**config.mk**
```make
export PLATFORM = sky130hd
export DESIGN_NAME = ahb_apb_bridge_param_flat
export DESIGN_NICKNAME = d
export VERILOG_FILES = /design/src/rtl/ahb_apb_pkg.sv /design/src/rtl/ahb_apb_bridge_param_if.sv /design/src/rtl/ahb_apb_decode.sv /design/src/rtl/ahb_apb_bridge_param.sv /design/src/flat_wrapper.sv
export SDC_FILE = /design/constraint.sdc
export NUM_CORES = 1
export LEC_CHECK = 0
export ABC_CLOCK_PERIOD_IN_PS = 1600
export CAP_MARGIN = 40
export CORE_MARGIN = 2
export CORE_UTILIZATION = 39
export CTS_BUF_LIST = sky130_fd_sc_hd__clkbuf_8
export CTS_CLUSTER_DIAMETER = 200
export DETAILED_ROUTE_END_ITERATION = 6
export GPL_TIMING_DRIVEN = 0
export PLACE_DENSITY = 0.84
export SYNTH_ARGS = -nofsm -noshare
export SYNTH_HDL_FRONTEND = slang
export SYNTH_SLANG_ARGS = --single-unit
```
**constraint.sdc**
```tcl
create_clock -name hclk -period 1.6 [get_ports hclk]
set_input_delay 0.32 -clock hclk [delete_from_list [all_inputs] [get_ports hclk]]
set_output_delay 0.32 -clock hclk [all_outputs]
set_load 0.05 [all_outputs]
```
**src/rtl/ahb_apb_pkg.sv**
```systemverilog
// Shared AHB/APB codes, bridge state encoding and sizing helpers.
// Imported by the decoder and the bridge top.
package ahb_apb_pkg;

    localparam logic [1:0] HTRANS_IDLE   = 2'b00;
    localparam logic [1:0] HTRANS_BUSY   = 2'b01;
    localparam logic [1:0] HTRANS_NONSEQ = 2'b10;
    localparam logic [1:0] HTRANS_SEQ    = 2'b11;

    localparam logic [1:0] HRESP_OKAY  = 2'b00;
    localparam logic [1:0] HRESP_ERROR = 2'b01;

    typedef enum logic [2:0] {
        ST_IDLE,
        ST_WDATA,
        ST_SETUP,
        ST_ACCESS,
        ST_ERR1,
        ST_ERR2
    } state_t;

    // Width of the slave index field: at least one bit.
    function automatic int sel_width(input int n);
        return (n > 1) ? $clog2(n) : 1;
    endfunction

    // NONSEQ and SEQ start a transfer; IDLE and BUSY do not.
    function automatic logic htrans_valid(input logic [1:0] t);
        case (t)
            HTRANS_IDLE, HTRANS_BUSY:  return 1'b0;
            HTRANS_NONSEQ, HTRANS_SEQ: return 1'b1;
            default:                   return 1'b0;
        endcase
    endfunction

endpackage

```
**src/rtl/ahb_apb_bridge_param_if.sv**
```systemverilog
// AHB-side and APB-side bus signals of the bridge.
// slave = bridge view, master = environment (AHB master + APB slaves) view.
interface ahb_apb_bridge_param_if #(
    parameter int AW   = 32,
    parameter int DW   = 32,
    parameter int NSLV = 3
);
    logic               hwrite;
    logic               hready_in;
    logic [1:0]         htrans;
    logic [AW-1:0]      haddr;
    logic [DW-1:0]      hwdata;
    logic [DW-1:0]      hrdata;
    logic               hreadyout;
    logic [1:0]         hresp;
    logic [NSLV-1:0]    psel;
    logic               penable;
    logic               pwrite;
    logic [AW-1:0]      paddr;
    logic [DW-1:0]      pwdata;
    logic [NSLV*DW-1:0] prdata;
    logic [NSLV-1:0]    pready;
    logic [NSLV-1:0]    pslverr;

    modport slave (
        input  hwrite, hready_in, htrans, haddr, hwdata,
        input  prdata, pready, pslverr,
        output hrdata, hreadyout, hresp,
        output psel, penable, pwrite, paddr, pwdata
    );

    modport master (
        output hwrite, hready_in, htrans, haddr, hwdata,
        output prdata, pready, pslverr,
        input  hrdata, hreadyout, hresp,
        input  psel, penable, pwrite, paddr, pwdata
    );
endinterface

```
**src/rtl/ahb_apb_decode.sv**
```systemverilog
// Slave decoder: haddr index field -> index, one-hot select, in_range.
// Ports: field (haddr[SEL_LSB +: SW]) in; idx, sel, in_range out.
module ahb_apb_decode
    import ahb_apb_pkg::*;
#(
    parameter int NSLV = 3,
    parameter int SW   = sel_width(NSLV)
) (
    input  logic [SW-1:0]   field,
    output logic [SW-1:0]   idx,
    output logic [NSLV-1:0] sel,
    output logic            in_range
);
    // One extra bit so NSLV = 2**SW still compares correctly.
    localparam logic [SW:0] LIMIT = (SW + 1)'(NSLV);

    assign idx      = field;
    assign in_range = ({1'b0, field} < LIMIT);
    assign sel      = in_range ? (NSLV'(1) << field) : '0;
endmodule

```
**src/rtl/ahb_apb_bridge_param.sv**
```systemverilog
// Parametrised AHB-Lite to APB bridge with wait states, slave errors,
// decode errors and optional timeout. Ports: hclk, hresetn, bus (slave).
module ahb_apb_bridge_param
    import ahb_apb_pkg::*;
#(
    parameter int AW      = 32,
    parameter int DW      = 32,
    parameter int NSLV    = 3,
    parameter int SEL_LSB = 28,
    parameter int TMO     = 16
) (
    input logic                   hclk,
    input logic                   hresetn,
    ahb_apb_bridge_param_if.slave bus
);
    localparam int SW = sel_width(NSLV);
    localparam int CW = (TMO > 0) ? $clog2(TMO + 1) : 1;

    state_t          state;
    logic [AW-1:0]   addr_q;
    logic            write_q;
    logic [SW-1:0]   idx_q;
    logic [NSLV-1:0] sel_q;
    logic [CW-1:0]   cnt;
    logic [CW-1:0]   cnt_nxt;

    logic [DW-1:0]   hrdata_r;
    logic            hreadyout_r;
    logic [1:0]      hresp_r;
    logic [NSLV-1:0] psel_r;
    logic            penable_r;
    logic            pwrite_r;
    logic [AW-1:0]   paddr_r;
    logic [DW-1:0]   pwdata_r;

    logic [SW-1:0]   dec_idx;
    logic [NSLV-1:0] dec_sel;
    logic            dec_in_range;

    logic            rdy;
    logic            slverr;
    logic [DW-1:0]   rdata;
    logic            accept;
    logic            tmo_hit;

    ahb_apb_decode #(.NSLV(NSLV), .SW(SW)) u_decode (
        .field    (bus.haddr[SEL_LSB +: SW]),
        .idx      (dec_idx),
        .sel      (dec_sel),
        .in_range (dec_in_range)
    );

    // Response mux for the latched slave.
    always_comb begin
        rdy    = 1'b0;
        slverr = 1'b0;
        rdata  = '0;
        for (int i = 0; i < NSLV; i++) begin
            if (idx_q == SW'(i)) begin
                rdy    = bus.pready[i];
                slverr = bus.pslverr[i];
                rdata  = bus.prdata[i*DW +: DW];
            end
        end
    end

    // ERR2 drives hreadyout=1, so it can take a new transfer like IDLE.
    assign accept = (state == ST_IDLE || state == ST_ERR2)
                  && bus.hready_in && hreadyout_r
                  && htrans_valid(bus.htrans);

    assign cnt_nxt = cnt + 1'b1;
    assign tmo_hit = (TMO > 0) && (cnt_nxt == CW'(TMO));

    always_ff @(posedge hclk) begin
        if (!hresetn) begin
            state       <= ST_IDLE;
            addr_q      <= '0;
            write_q     <= 1'b0;
            idx_q       <= '0;
            sel_q       <= '0;
            cnt         <= '0;
            hrdata_r    <= '0;
            hreadyout_r <= 1'b1;
            hresp_r     <= HRESP_OKAY;
            psel_r      <= '0;
            penable_r   <= 1'b0;
            pwrite_r    <= 1'b0;
            paddr_r     <= '0;
            pwdata_r    <= '0;
        end else begin
            unique case (state)
                ST_IDLE, ST_ERR2: begin
                    state   <= ST_IDLE;
                    hresp_r <= HRESP_OKAY;
                    if (accept) begin
                        addr_q      <= bus.haddr;
                        write_q     <= bus.hwrite;
                        idx_q       <= dec_idx;
                        sel_q       <= dec_sel;
                        hreadyout_r <= 1'b0;
                        if (dec_in_range) begin
                            state <= ST_WDATA;
                        end else begin
                            state   <= ST_ERR1;
                            hresp_r <= HRESP_ERROR;
                        end
                    end
                end
                ST_WDATA: begin
                    if (write_q) pwdata_r <= bus.hwdata;
                    psel_r   <= sel_q;
                    paddr_r  <= addr_q;
                    pwrite_r <= write_q;
                    cnt      <= '0;
                    state    <= ST_SETUP;
                end
                ST_SETUP: begin
                    penable_r <= 1'b1;
                    state     <= ST_ACCESS;
                end
                ST_ACCESS: begin
                    // pready outranks both pslverr gating and expiry.
                    if (rdy) begin
                        psel_r    <= '0;
                        penable_r <= 1'b0;
                        if (slverr) begin
                            state   <= ST_ERR1;
                            hresp_r <= HRESP_ERROR;
                        end else begin
                            state       <= ST_IDLE;
                            hreadyout_r <= 1'b1;
                            if (!write_q) hrdata_r <= rdata;
                        end
                    end else begin
                        cnt <= cnt_nxt;
                        if (tmo_hit) begin
                            psel_r    <= '0;
                            penable_r <= 1'b0;
                            state     <= ST_ERR1;
                            hresp_r   <= HRESP_ERROR;
                        end
                    end
                end
                ST_ERR1: begin
                    hreadyout_r <= 1'b1;
                    state       <= ST_ERR2;
                end
                default: state <= ST_IDLE;
            endcase
        end
    end

    assign bus.hrdata    = hrdata_r;
    assign bus.hreadyout = hreadyout_r;
    assign bus.hresp     = hresp_r;
    assign bus.psel      = psel_r;
    assign bus.penable   = penable_r;
    assign bus.pwrite    = pwrite_r;
    assign bus.paddr     = paddr_r;
    assign bus.pwdata    = pwdata_r;
endmodule
```
**src/flat_wrapper.sv**
```systemverilog
// flat-port wrapper written by rule: the top's interface ports become plain ports
module ahb_apb_bridge_param_flat import ahb_apb_pkg::*;
#(
    parameter int AW      = 32,
    parameter int DW      = 32,
    parameter int NSLV    = 3,
    parameter int SEL_LSB = 28,
    parameter int TMO     = 16
)
  (hclk, hresetn, bus_hwrite, bus_hready_in, bus_htrans, bus_haddr, bus_hwdata, bus_prdata, bus_pready, bus_pslverr, bus_hrdata, bus_hreadyout, bus_hresp, bus_psel, bus_penable, bus_pwrite, bus_paddr, bus_pwdata);
  ahb_apb_bridge_param_if #(.AW(AW), .DW(DW), .NSLV(NSLV)) bus_i ();
  input logic hclk;
  input logic hresetn;
  input wire logic [$bits(bus_i.hwrite)-1:0] bus_hwrite;
  input wire logic [$bits(bus_i.hready_in)-1:0] bus_hready_in;
  input wire logic [$bits(bus_i.htrans)-1:0] bus_htrans;
  input wire logic [$bits(bus_i.haddr)-1:0] bus_haddr;
  input wire logic [$bits(bus_i.hwdata)-1:0] bus_hwdata;
  input wire logic [$bits(bus_i.prdata)-1:0] bus_prdata;
  input wire logic [$bits(bus_i.pready)-1:0] bus_pready;
  input wire logic [$bits(bus_i.pslverr)-1:0] bus_pslverr;
  output wire logic [$bits(bus_i.hrdata)-1:0] bus_hrdata;
  output wire logic [$bits(bus_i.hreadyout)-1:0] bus_hreadyout;
  output wire logic [$bits(bus_i.hresp)-1:0] bus_hresp;
  output wire logic [$bits(bus_i.psel)-1:0] bus_psel;
  output wire logic [$bits(bus_i.penable)-1:0] bus_penable;
  output wire logic [$bits(bus_i.pwrite)-1:0] bus_pwrite;
  output wire logic [$bits(bus_i.paddr)-1:0] bus_paddr;
  output wire logic [$bits(bus_i.pwdata)-1:0] bus_pwdata;
  assign bus_i.hwrite = bus_hwrite;
  assign bus_i.hready_in = bus_hready_in;
  assign bus_i.htrans = bus_htrans;
  assign bus_i.haddr = bus_haddr;
  assign bus_i.hwdata = bus_hwdata;
  assign bus_i.prdata = bus_prdata;
  assign bus_i.pready = bus_pready;
  assign bus_i.pslverr = bus_pslverr;
  assign bus_hrdata = bus_i.hrdata;
  assign bus_hreadyout = bus_i.hreadyout;
  assign bus_hresp = bus_i.hresp;
  assign bus_psel = bus_i.psel;
  assign bus_penable = bus_i.penable;
  assign bus_pwrite = bus_i.pwrite;
  assign bus_paddr = bus_i.paddr;
  assign bus_pwdata = bus_i.pwdata;
  ahb_apb_bridge_param #(.AW(AW), .DW(DW), .NSLV(NSLV), .SEL_LSB(SEL_LSB), .TMO(TMO)) u_core (.hclk(hclk), .hresetn(hresetn), .bus(bus_i));
endmodule
```
==> summary.md <==
The run gives 5 as the number of iterations in the first detailed-routing pass. Summed over all cells, the static leakage comes to 3.977 nW. Wires add up to 20390 µm. The Yosys step of the flow raised 0 warnings.

The synthesized flop and latch total is 147. Counting every instance in the synthesized netlist gives 728. Power spread over the standard cell area amounts to 827.1 mW/mm². The standard cell area after detailed placement is 0.009280 mm², and the minimum clock period after layout is 1790 ps.

Final clock period utilization by the worst path: 1.119. The run gives 0 as the number of endpoints with negative hold slack in the final report. The logs give 30230 µm for the wire length of the first global-routing pass and 901 for the net count after synthesis. Number of global-route vias before repair: 6019. The H-tree was split into 4 levels. The clock root buffer is clkbuf_8.

The clock skew after layout came out at 12.27 ps. The first-iteration detailed-routing DRC count was 294. The height of the die is 130.8 µm, and the buffer levels on the longest clock path is 2. The layout-stage area growth over the synthesis result came out at 64.64%. The floorplan step defined a die boundary enclosing 0.01711 mm².

The logs give 1283 for the filler cell count and 2130 ps for the arrival time of the worst setup path. The flow ran to the end, but the final reports show violations. STA classifies the critical path endpoint as a flop. Buffers inserted during clock tree synthesis total 17. The sequential share of the synthesized area was 0.4693.

The library cell occupying the most area in the post-synthesis netlist was dfxtp_1. The most common library cell in the layout ignoring fill and taps is nand2_1. Synthesis instantiated 41 different standard cells from the library. For this run, the top clock speed supported by timing is 558.7 MHz.

In this run, post-CTS hold repair placed 0 buffers. The synthesized area is 0.006271 mm², and the number of flops mapped to enable cells by yosys is 0. Max-cap violations in this run came to 0. Setup violations remaining at the end of the flow were counted as 43. The effective utilization at floorplan is 0.3962, and the width of the die is 130.8 µm.

Type of the setup path with the least slack: flop to flop. The proportion of synthesized flip-flops having asynchronous set or reset works out to 0. Entering global routing, the biggest net connects 17 pins. The placed wire-length estimate was 14520 µm; the post-placement setup slack was -759.8 ps.

The detail-routed via count per cell was 5.033; the worst hold margin was 270.3 ps. The run gives 0.8436 as the final estimated routing congestion in global placement. The path category of the worst min-delay check was input pin to flop. In the layout the commonest cells are nand2_1 (239), clkdlybuf4s50_1 (169), dfxtp_1 (144).

The launching element type of the critical path was a flop. Setup repair after global routing could not meet its margin everywhere. In this run the count of I/O pins placed on the die edge is 276. The tools report the worst-case headroom to the max-slew limit as 0.5481. Among all flip-flop cells after synthesis, the most frequent one is dfxtp_1.

TritonCTS built the clock tree. The final reports fail on negative setup slack. Final net count: 1210. Clock-pin slew was measured on the worst setup and hold paths at 80 ps. Clock latency on the worst-skew pair, taken at its later pin, is 450 ps. Remaining antenna violation count: 0.

Across the VDD grid, the largest voltage drop is 0.0005691 V. After detailed routing, the number of remaining DRC violations is 0. The cell area after layout was 0.01032 mm²; the mean post-synth cell area was 8.614 µm². Length in cells of the worst reg-to-reg path: 5. For the pin with the worst max-slew slack, the measured transition is 677.8 ps. The share of post-route cells with drive strength above 1 was 0.2118; the number of diodes added for antenna fixing was 0.

The total power is 8.540 mW. Yosys attributes the largest share of cell area to dfxtp_1 (47%), nand2_1 (14%), a21boi_1 (11%). The area fraction of the dominant cell type after synthesis came out at 0.4693.

The initial antenna violation count was 0. For the post-layout worst setup margin, the log shows -190.0 ps. The worst hold path cell count was 2.

In this run the worst path has a maximum fanout of 3. The floorplan has 46 rows. The number of port buffers came out at 272. The tools report the data required time of the worst path as 1940 ps.

The routed layout has 6362 vias. Dividing the detail-routed wire length by the instance count gives 16.13 µm. For the overall track demand over capacity in global routing, the log shows 0.2266.

The number of sinks handled by clock tree synthesis is 147, and the core region area is 0.01583 mm². The logs give 0 for the max-slew violation count and 0 for the overall overflow remaining after global route.
-- sequential cells by signal, summed over array words and instances, names as in the netlist --
| signal | flops |
|---|---|
| u_core.bus.hrdata | 32 |
| u_core.addr_q | 31 |
| u_core.state | 3 |
| u_core.bus.pwdata | 32 |
| u_core.bus.hresp | 1 |
| u_core.bus.hreadyout | 1 |
| u_core.bus.penable | 1 |
| u_core.idx_q | 1 |
| u_core.bus.paddr | 32 |
| u_core.bus.psel | 3 |
| u_core.bus.pwrite | 1 |
| u_core.cnt | 5 |
| u_core.sel_q | 3 |
| u_core.write_q | 1 |
-- cell families after synthesis --
family                   share of synthesized area
XOR/XNOR                                  0.002794
AO/OA/AOI/OAI                               0.2360
AND/OR/NAND/NOR                             0.1927
adder cells (fa/ha/maj)                   0.001995
other                                    0.0005980
multiplexers                               0.05447
buffers and inverters                      0.04210
flip-flops                                  0.4693
-- where the power goes --
group          switching (mW)  internal [mW]  leakage [nW]  total, mW
combinational           0.802          0.798          2.58       1.60
clock                    1.43           1.67         0.205       3.10
sequential             0.0644           3.77          1.19       3.84
-- final timing paths --
path / start / end / slack [ps]
max: u_core.addr_q[29] / u_core.cnt[4] / -190
min: hresetn / u_core.bus.paddr[14] / 270
max reg2reg: u_core.addr_q[29] / u_core.cnt[4] / -190
min reg2reg: u_core.addr_q[25] / u_core.bus.paddr[25] / 450
-- metal layers --
layer | global-route usage | wire, µm | vias up
li1 | - | - | 3107
met1 | 0.2572 | 8082 | 3012
met2 | 0.4047 | 10250 | 207
met3 | 0.06311 | 1516 | 36
met4 | 0.08636 | 532 | 0
met5 | 0 | 0 | -
-- timing repair --
action                     CTS  global route
resized for setup          364            66
buffers inserted             9             8
setup endpoints to repair  247           136
pin swaps                    3             7
cloned                       0             5
-- worst max-delay path, stage by stage (launching register included) --
cell,delay [ps]
dfxtp_4,380
mux2_4,320
a2111o_1,430
buf_4,170
and3_1,160
o31a_1,230
-- stage by stage --
stage,TNS [ps],utilization,instances
2_1_floorplan,-3617,-,728
3_3_place_gp,-71490,0.5863,1216
3_5_place_dp,-75110,0.5863,1216
4_1_cts,-8004,0.6339,1253
5_1_grt,-8916,0.6523,1264
6_report,-5797,0.6523,1264
-- cell type report --
class / count / area [µm²] / share of cell area
inverter: 2 / 11.26 / 0.001091
clock inverter: 10 / 150.1 / 0.01454
timing repair buffer: 294 / 3084 / 0.2987
buffer: 56 / 384.1 / 0.03720
tap: 216 / 270.3 / 0.02618
clock buffer: 20 / 275.3 / 0.02666
sequential: 147 / 2952 / 0.2859
multi-input combinational: 519 / 3198 / 0.3097
-- synthesized netlist by cell type (all sizes together), types with 2 or more instances --
library cell,instances
a21boi,100
a21oi,5
a31o,2
and2,5
and3,8
buf,17
clkbuf,43
dfxtp,147
inv,2
mux2i,33
nand2,241
nand2b,2
nand3,9
nand3b,4
nand4,2
nor2,8
nor2b,4
nor3,4
o211a,33
o211ai,32
o21ai,10
o22ai,2
o31a,2
xnor2,2
Note: power is estimated with default switching activity, not from simulation.
==> patch 1: new RTL, config.mk and constraints unchanged <==
`TMO` is set to 16 in 2 places; all go to 32.
--- a/src/rtl/ahb_apb_bridge_param.sv
+++ b/src/rtl/ahb_apb_bridge_param.sv
@@ -9,3 +9,3 @@
     parameter int SEL_LSB = 28,
-    parameter int TMO     = 16
+    parameter int TMO     = 32
 ) (
--- a/src/flat_wrapper.sv
+++ b/src/flat_wrapper.sv
@@ -7,3 +7,3 @@
     parameter int SEL_LSB = 28,
-    parameter int TMO     = 16
+    parameter int TMO     = 32
 )
Formal check against the unedited RTL: no difference found for any inputs over 4 cycles, from zero or initial values and one cycle with hresetn low; that may be too few to reach the edited logic, so the function may still have changed.
==> patch 1 against the original RTL <==
- the flow still finishes with violations (setup timing)
- final cell count grew 5.4%
- global-route usage grew 2.2 points
- final area grew 4.4%
- die area shrank 0.97%
- sequential cell count grew 1
- power grew 4.6%
- via count grew 8.0%
- area after synthesis shrank 1.0%
- maximum frequency grew 7.8%
- worst setup slack gained 130 ps
- routed wire length grew 11%
- critical path depth grew 1
- largest power group unchanged
==> patch 1: results (changes against the original RTL) <==
set qor(slowest_stage) {sky130_fd_sc_hd__dfxtp_4}
set qor(cellLeakagePower_nw) 3.718 ;# -6.5%
set qor(synth_seq_area_share) 0.4772 ;# +0.007953
set qor(yosys-top-cells-count) {sky130_fd_sc_hd__nand2_1, sky130_fd_sc_hd__a21oi_1, sky130_fd_sc_hd__dfxtp_1, sky130_fd_sc_hd__clkbuf_1, sky130_fd_sc_hd__nor2_1}
set qor(nets_in_the_synthesized_netlist) 954 ;# +5.9%
set qor(min_delay_path_depth) 3 ;# +1
set qor(global_route_wire_length_before_repair_mm) 32.50 ;# +7.5%
set qor(layout-drive-gt1-share) 0.2888 ;# +0.07696
set qor(outcome) {finished, violations left}
set qor(worst_clock_skew_ps) 16.58 ;# +4.308 ps
set qor(worst_ir_drop_on_vdd_uv) 550.0 ;# -3.4%
set qor(yosys.cell_types.count) 47 ;# +15%
set qor(gp_congestion) 0.8445 ;# +0.11%
set qor(setup_ws_ps) -60.77 ;# +129.3 ps
set qor(syn_avg_cell_area_um2) 7.949 ;# -7.7%
set qor(hold_slack_ps) 424.3 ;# +154.1 ps
set qor(asyncSetResetFlopFracSynth) 0 ;# unchanged
set qor(vias_in_the_first_global_route) 6373 ;# +5.9%
set qor(violated_checks) {setup timing}
set qor(routed_wl_mm) 22.64 ;# +11%
set qor(critical-path-top-delay-family) {flip-flops}
set qor(grt.total_usage) 0.2488 ;# +0.02223
set qor(power.density_cell_area_nw_per_um2) 829.0 ;# +0.23%
set qor(drt_iter0_markers) 326 ;# +11%
set qor(yosys-top-cells-area) {sky130_fd_sc_hd__dfxtp_1, sky130_fd_sc_hd__a21oi_1, sky130_fd_sc_hd__nand2_1, sky130_fd_sc_hd__mux2i_1, sky130_fd_sc_hd__a211oi_1}
set qor(setup-violations-final) 46 ;# +7.0%
set qor(crit_path_arrival_time_ps) 2030 ;# -100 ps
set qor(pre_cts_ws_ps) -860.6 ;# -100.8 ps
set qor(portBuffers) 273 ;# +0.37%
set qor(dpl-instance-area_um2) 9250 ;# -0.32%
set qor(post-place-cells) 1270 ;# +4.4%
set qor(cts_max_level) 4 ;# unchanged
set qor(worst-r2r-cell-count) 6 ;# +1
set qor(path_max_fanout) 5 ;# +2
set qor(firstDrtPassIters) 6 ;# +1
set qor(total_negative_setup_slack_ps) -1352 ;# +4444 ps
set qor(grt_antenna_before_repair) 1 ;# +1
set qor(dr_total_vias) 6874 ;# +8.0%
set qor(drt-vias-per-instance) 5.161 ;# +2.5%
set qor(min-delay-start) {bus_hwdata[23]}
[patch 1: cell types whose count changed after synthesis, sizes merged, moves of 5 or more]
cell    change
a211oi     +35
a21boi     -99
a21oi     +165
and3        -7
buf         +5
nand2      -30
nor2       +33
o211a      -33
o211ai     -30
[patch 1: path summary, 6_finish.rpt]
kind,end
max,u_core.cnt[0]
min,u_core.bus.pwdata[23]
max reg2reg,u_core.cnt[0]
min reg2reg,u_core.bus.psel[0]
[patch 1: cell families after synthesis]
| group | after synthesis | share of synthesized area |
|---|---|---|
| simple gates | 289 | 0.1925 |
| compound gates | 235 | 0.2160 |
| flops | 148 | 0.4772 |
| buf+inv | 69 | 0.04958 |
| mux | 37 | 0.06066 |
| fa+ha+maj | 1 | 0.002015 |
| other cells | 1 | 0.0006040 |
| xor+xnor | 1 | 0.001411 |
[patch 1: timing repair]
action / in CTS / in global routing
buffers inserted: 20 / 12
pin swaps: 12 / 70
hold buffers: 0 / 0
gates cloned: 2 / 1
gates resized for setup: 395 / 152
setup endpoints to repair: 250 / 145
[patch 1: layer usage]
metal | wire length, um | GRT usage | vias up
met5 | 0 | 0 | -
met2 | 11540 | 0.4441 | 291
li1 | - | - | 3330
met3 | 1967 | 0.08159 | 39
met1 | 8494 | 0.2668 | 3214
met4 | 637 | 0.1145 | 0
[patch 1: worst min-delay path: cells and delay by family]
family	cells	cell delay [ps]
buf+inv	1	400
compound gates	1	50
simple gates	1	60
[patch 1: layout make-up]
class,instances,area share
Clock buffer,19,0.02427
Inverter,5,0.002090
Multi-Input combinational cell,564,0.3207
Tap cell,216,0.02508
Sequential cell,148,0.2778
Clock inverter,13,0.01359
Antenna cell,1,0.0002322
Buffer,58,0.04018
Timing Repair Buffer,308,0.2961
[patch 1: power breakdown]
group | total (mW) | switching [mW] | internal (mW)
clock | 2.99 | 1.50 | 1.49
combinational | 2.03 | 1.04 | 0.984
sequential | 3.92 | 0.121 | 3.80
==> patch 2: new RTL, config.mk and constraints unchanged <==
Without the edit above. Reset style: asynchronous (`hresetn`), changed in one clocked block.
--- a/src/rtl/ahb_apb_bridge_param.sv
+++ b/src/rtl/ahb_apb_bridge_param.sv
@@ -74,3 +74,3 @@
 
-    always_ff @(posedge hclk) begin
+    always_ff @(posedge hclk or negedge hresetn) begin
         if (!hresetn) begin
Behaviour: differs if hresetn is asserted again (counterexample within 4 cycles, from zero or initial values and one cycle with hresetn low); with hresetn held inactive, the same outputs for 4 cycles.
==> patch 2 against the original RTL <==
- the flow still finishes with violations (setup timing)
- final area is 5.9% higher
- sequential cell count stayed put
- maximum frequency is 4.0% higher
- highest routed layer unchanged
- clock skew hardly changed
- via count is 12% lower
- worst setup slack better by 69 ps
- die area is 4.6% higher
- routed wire length is 3.6% lower
- area after synthesis is 4.8% higher
Power is not compared: it rests on default switching activity, and its combinational part moved more than twofold at a synthesized area within 25%.
==> patch 2: results (changes against the original RTL) <==
set qor(drt-vias-per-instance) 4.879 ;# -3.1%
set qor(post_synth_fa_ha_maj_area_fraction) 0.001904 ;# -0.00009081
set qor(nets_in_the_synthesized_netlist) 763 ;# -15%
set qor(globalRouteMet1Util) 0.2539 ;# -0.003340
set qor(globalRouteMet3Util) 0.06500 ;# +0.001893
set qor(yosys_most_used_dff) {sky130_fd_sc_hd__dfrtp_1}
set qor(yosys.cell_types.count) 46 ;# +12%
set qor(worst_clock_skew_ps) 11.79 ;# -0.4858 ps
set qor(vias_in_the_first_global_route) 5811 ;# -3.5%
set qor(routed_wl_mm) 19.65 ;# -3.6%
set qor(asyncSetResetFlopFracSynth) 1.000 ;# +1.000
set qor(setup_ws_ps) -120.7 ;# +69.28 ps
set qor(portBuffers) 273 ;# +0.37%
set qor(slowest_stage) {sky130_fd_sc_hd__dfrtp_2}
set qor(outcome) {finished, violations left}
set qor(postCtsSetupRepairBufs) 24 ;# +15
set qor(path_max_fanout) 4 ;# +1
set qor(global_route_wire_length_before_repair_mm) 30.31 ;# +0.27%
set qor(headroom_to_the_max_slew_limit) 0.6117 ;# +0.06353
set qor(pre_cts_ws_ps) -618.7 ;# +141.1 ps
set qor(layout-drive-gt1-share) 0.3183 ;# +0.1064
set qor(synth_seq_area_share) 0.5601 ;# +0.09081
set qor(dp.final_hpwl_mm) 13.30 ;# -8.4%
set qor(drt_iter0_markers) 298 ;# +1.4%
set qor(synth_xor_area_frac) 0.003999 ;# +0.001206
set qor(yosys-top-cells-count) {sky130_fd_sc_hd__dfrtp_1, sky130_fd_sc_hd__nand2_1, sky130_fd_sc_hd__nor2_1, sky130_fd_sc_hd__a21oi_1, sky130_fd_sc_hd__mux2_2}
set qor(crit_path_arrival_time_ps) 2050 ;# -80 ps
set qor(violated_checks) {setup timing}
set qor(firstDrtPassIters) 6 ;# +1
set qor(critical-path-top-delay-family) {simple AND/OR/NAND/NOR gates}
set qor(synthCells) 590 ;# -19%
set qor(postCtsHoldBufs) 1 ;# +1
set qor(cts_resized) 396 ;# +8.8%
set qor(setup-violations-final) 96 ;# +120%
set qor(post-place-cells) 1084 ;# -11%
set qor(worst_hold_path_type) {primary input to asynchronous set/reset pin}
set qor(yosys-top-cells-area) {sky130_fd_sc_hd__dfrtp_1, sky130_fd_sc_hd__mux2_4, sky130_fd_sc_hd__mux2_2, sky130_fd_sc_hd__nand2_1, sky130_fd_sc_hd__mux2i_1}
set qor(compound_gate_fraction_of_synth_area) 0.07637 ;# -0.1597
set qor(stdcell_count) 1150 ;# -9.0%
set qor(multiplexer_area_fraction_after_synthesis) 0.1815 ;# +0.1270
set qor(total_negative_setup_slack_ps) -5709 ;# +87.20 ps
set qor(grt.total_usage) 0.2151 ;# -0.01148
set qor(dpl-instance-area_um2) 9638 ;# +3.9%
set qor(gp_congestion) 0.8085 ;# -4.2%
set qor(maximum_number_of_pins_on_one_net_before_global_route_repair) 88 ;# +71
set qor(gr-usage-met2) 0.3738 ;# -0.03093
## patch 2: cell count changes after synthesis, sizes merged, moves of 8 or more
cell,before,now
o211ai,32,1
nand2,241,100
o211a,33,0
mux2,1,66
clkbuf,43,13
a21oi,5,66
nor2,8,68
and3,8,0
dfxtp,147,0
dfrtp,0,146
a21boi,100,0
## patch 2: cell families after synthesis
group                      Yosys count
and+or+nand+nor                    204
buffers and inverters               44
AOI/OAI and AO/OA                   90
DFF                                147
other                                1
muxes                              100
adders and majority gates            1
xor gates and xnor gates             3
## patch 2: path summary, 6_finish.rpt
path / slack, ps / startpoint / to
max in group asynchronous: 370 / hresetn / u_core.bus.paddr[2]
max reg2reg: -120 / u_core.idx_q[0] / u_core.bus.hresp[0]
min: 410 / hresetn / u_core.bus.paddr[29]
min reg2reg: 470 / u_core.addr_q[16] / u_core.bus.paddr[16]
max: -120 / u_core.idx_q[0] / u_core.bus.hresp[0]
min in group hclk: 470 / u_core.addr_q[16] / u_core.bus.paddr[16]
## patch 2: cell type report
| type | instances | area [um^2] |
|---|---|---|
| buffer | 33 | 351.6 |
| multi-input combinational | 399 | 2885 |
| inverter | 7 | 26.28 |
| timing repair buffer | 312 | 3279 |
| clock buffer | 19 | 261.5 |
| clock inverter | 13 | 170.2 |
| sequential | 147 | 3685 |
| tap | 220 | 275.3 |
| fill | 1261 | 5590 |
## patch 2: metal layers
metal	vias to the layer above	part of all wire
met2	180	0.52
met5	-	0
met3	29	0.069
met1	2747	0.39
li1	2655	-
met4	0	0.020
## patch 2: where the power goes
| part | switching [mW] | total (mW) | internal (mW) |
|---|---|---|---|
| Combinational | 7.89 | 13.3 | 5.45 |
| Clock | 1.50 | 3.14 | 1.65 |
| Sequential | 1.12 | 6.61 | 5.49 |
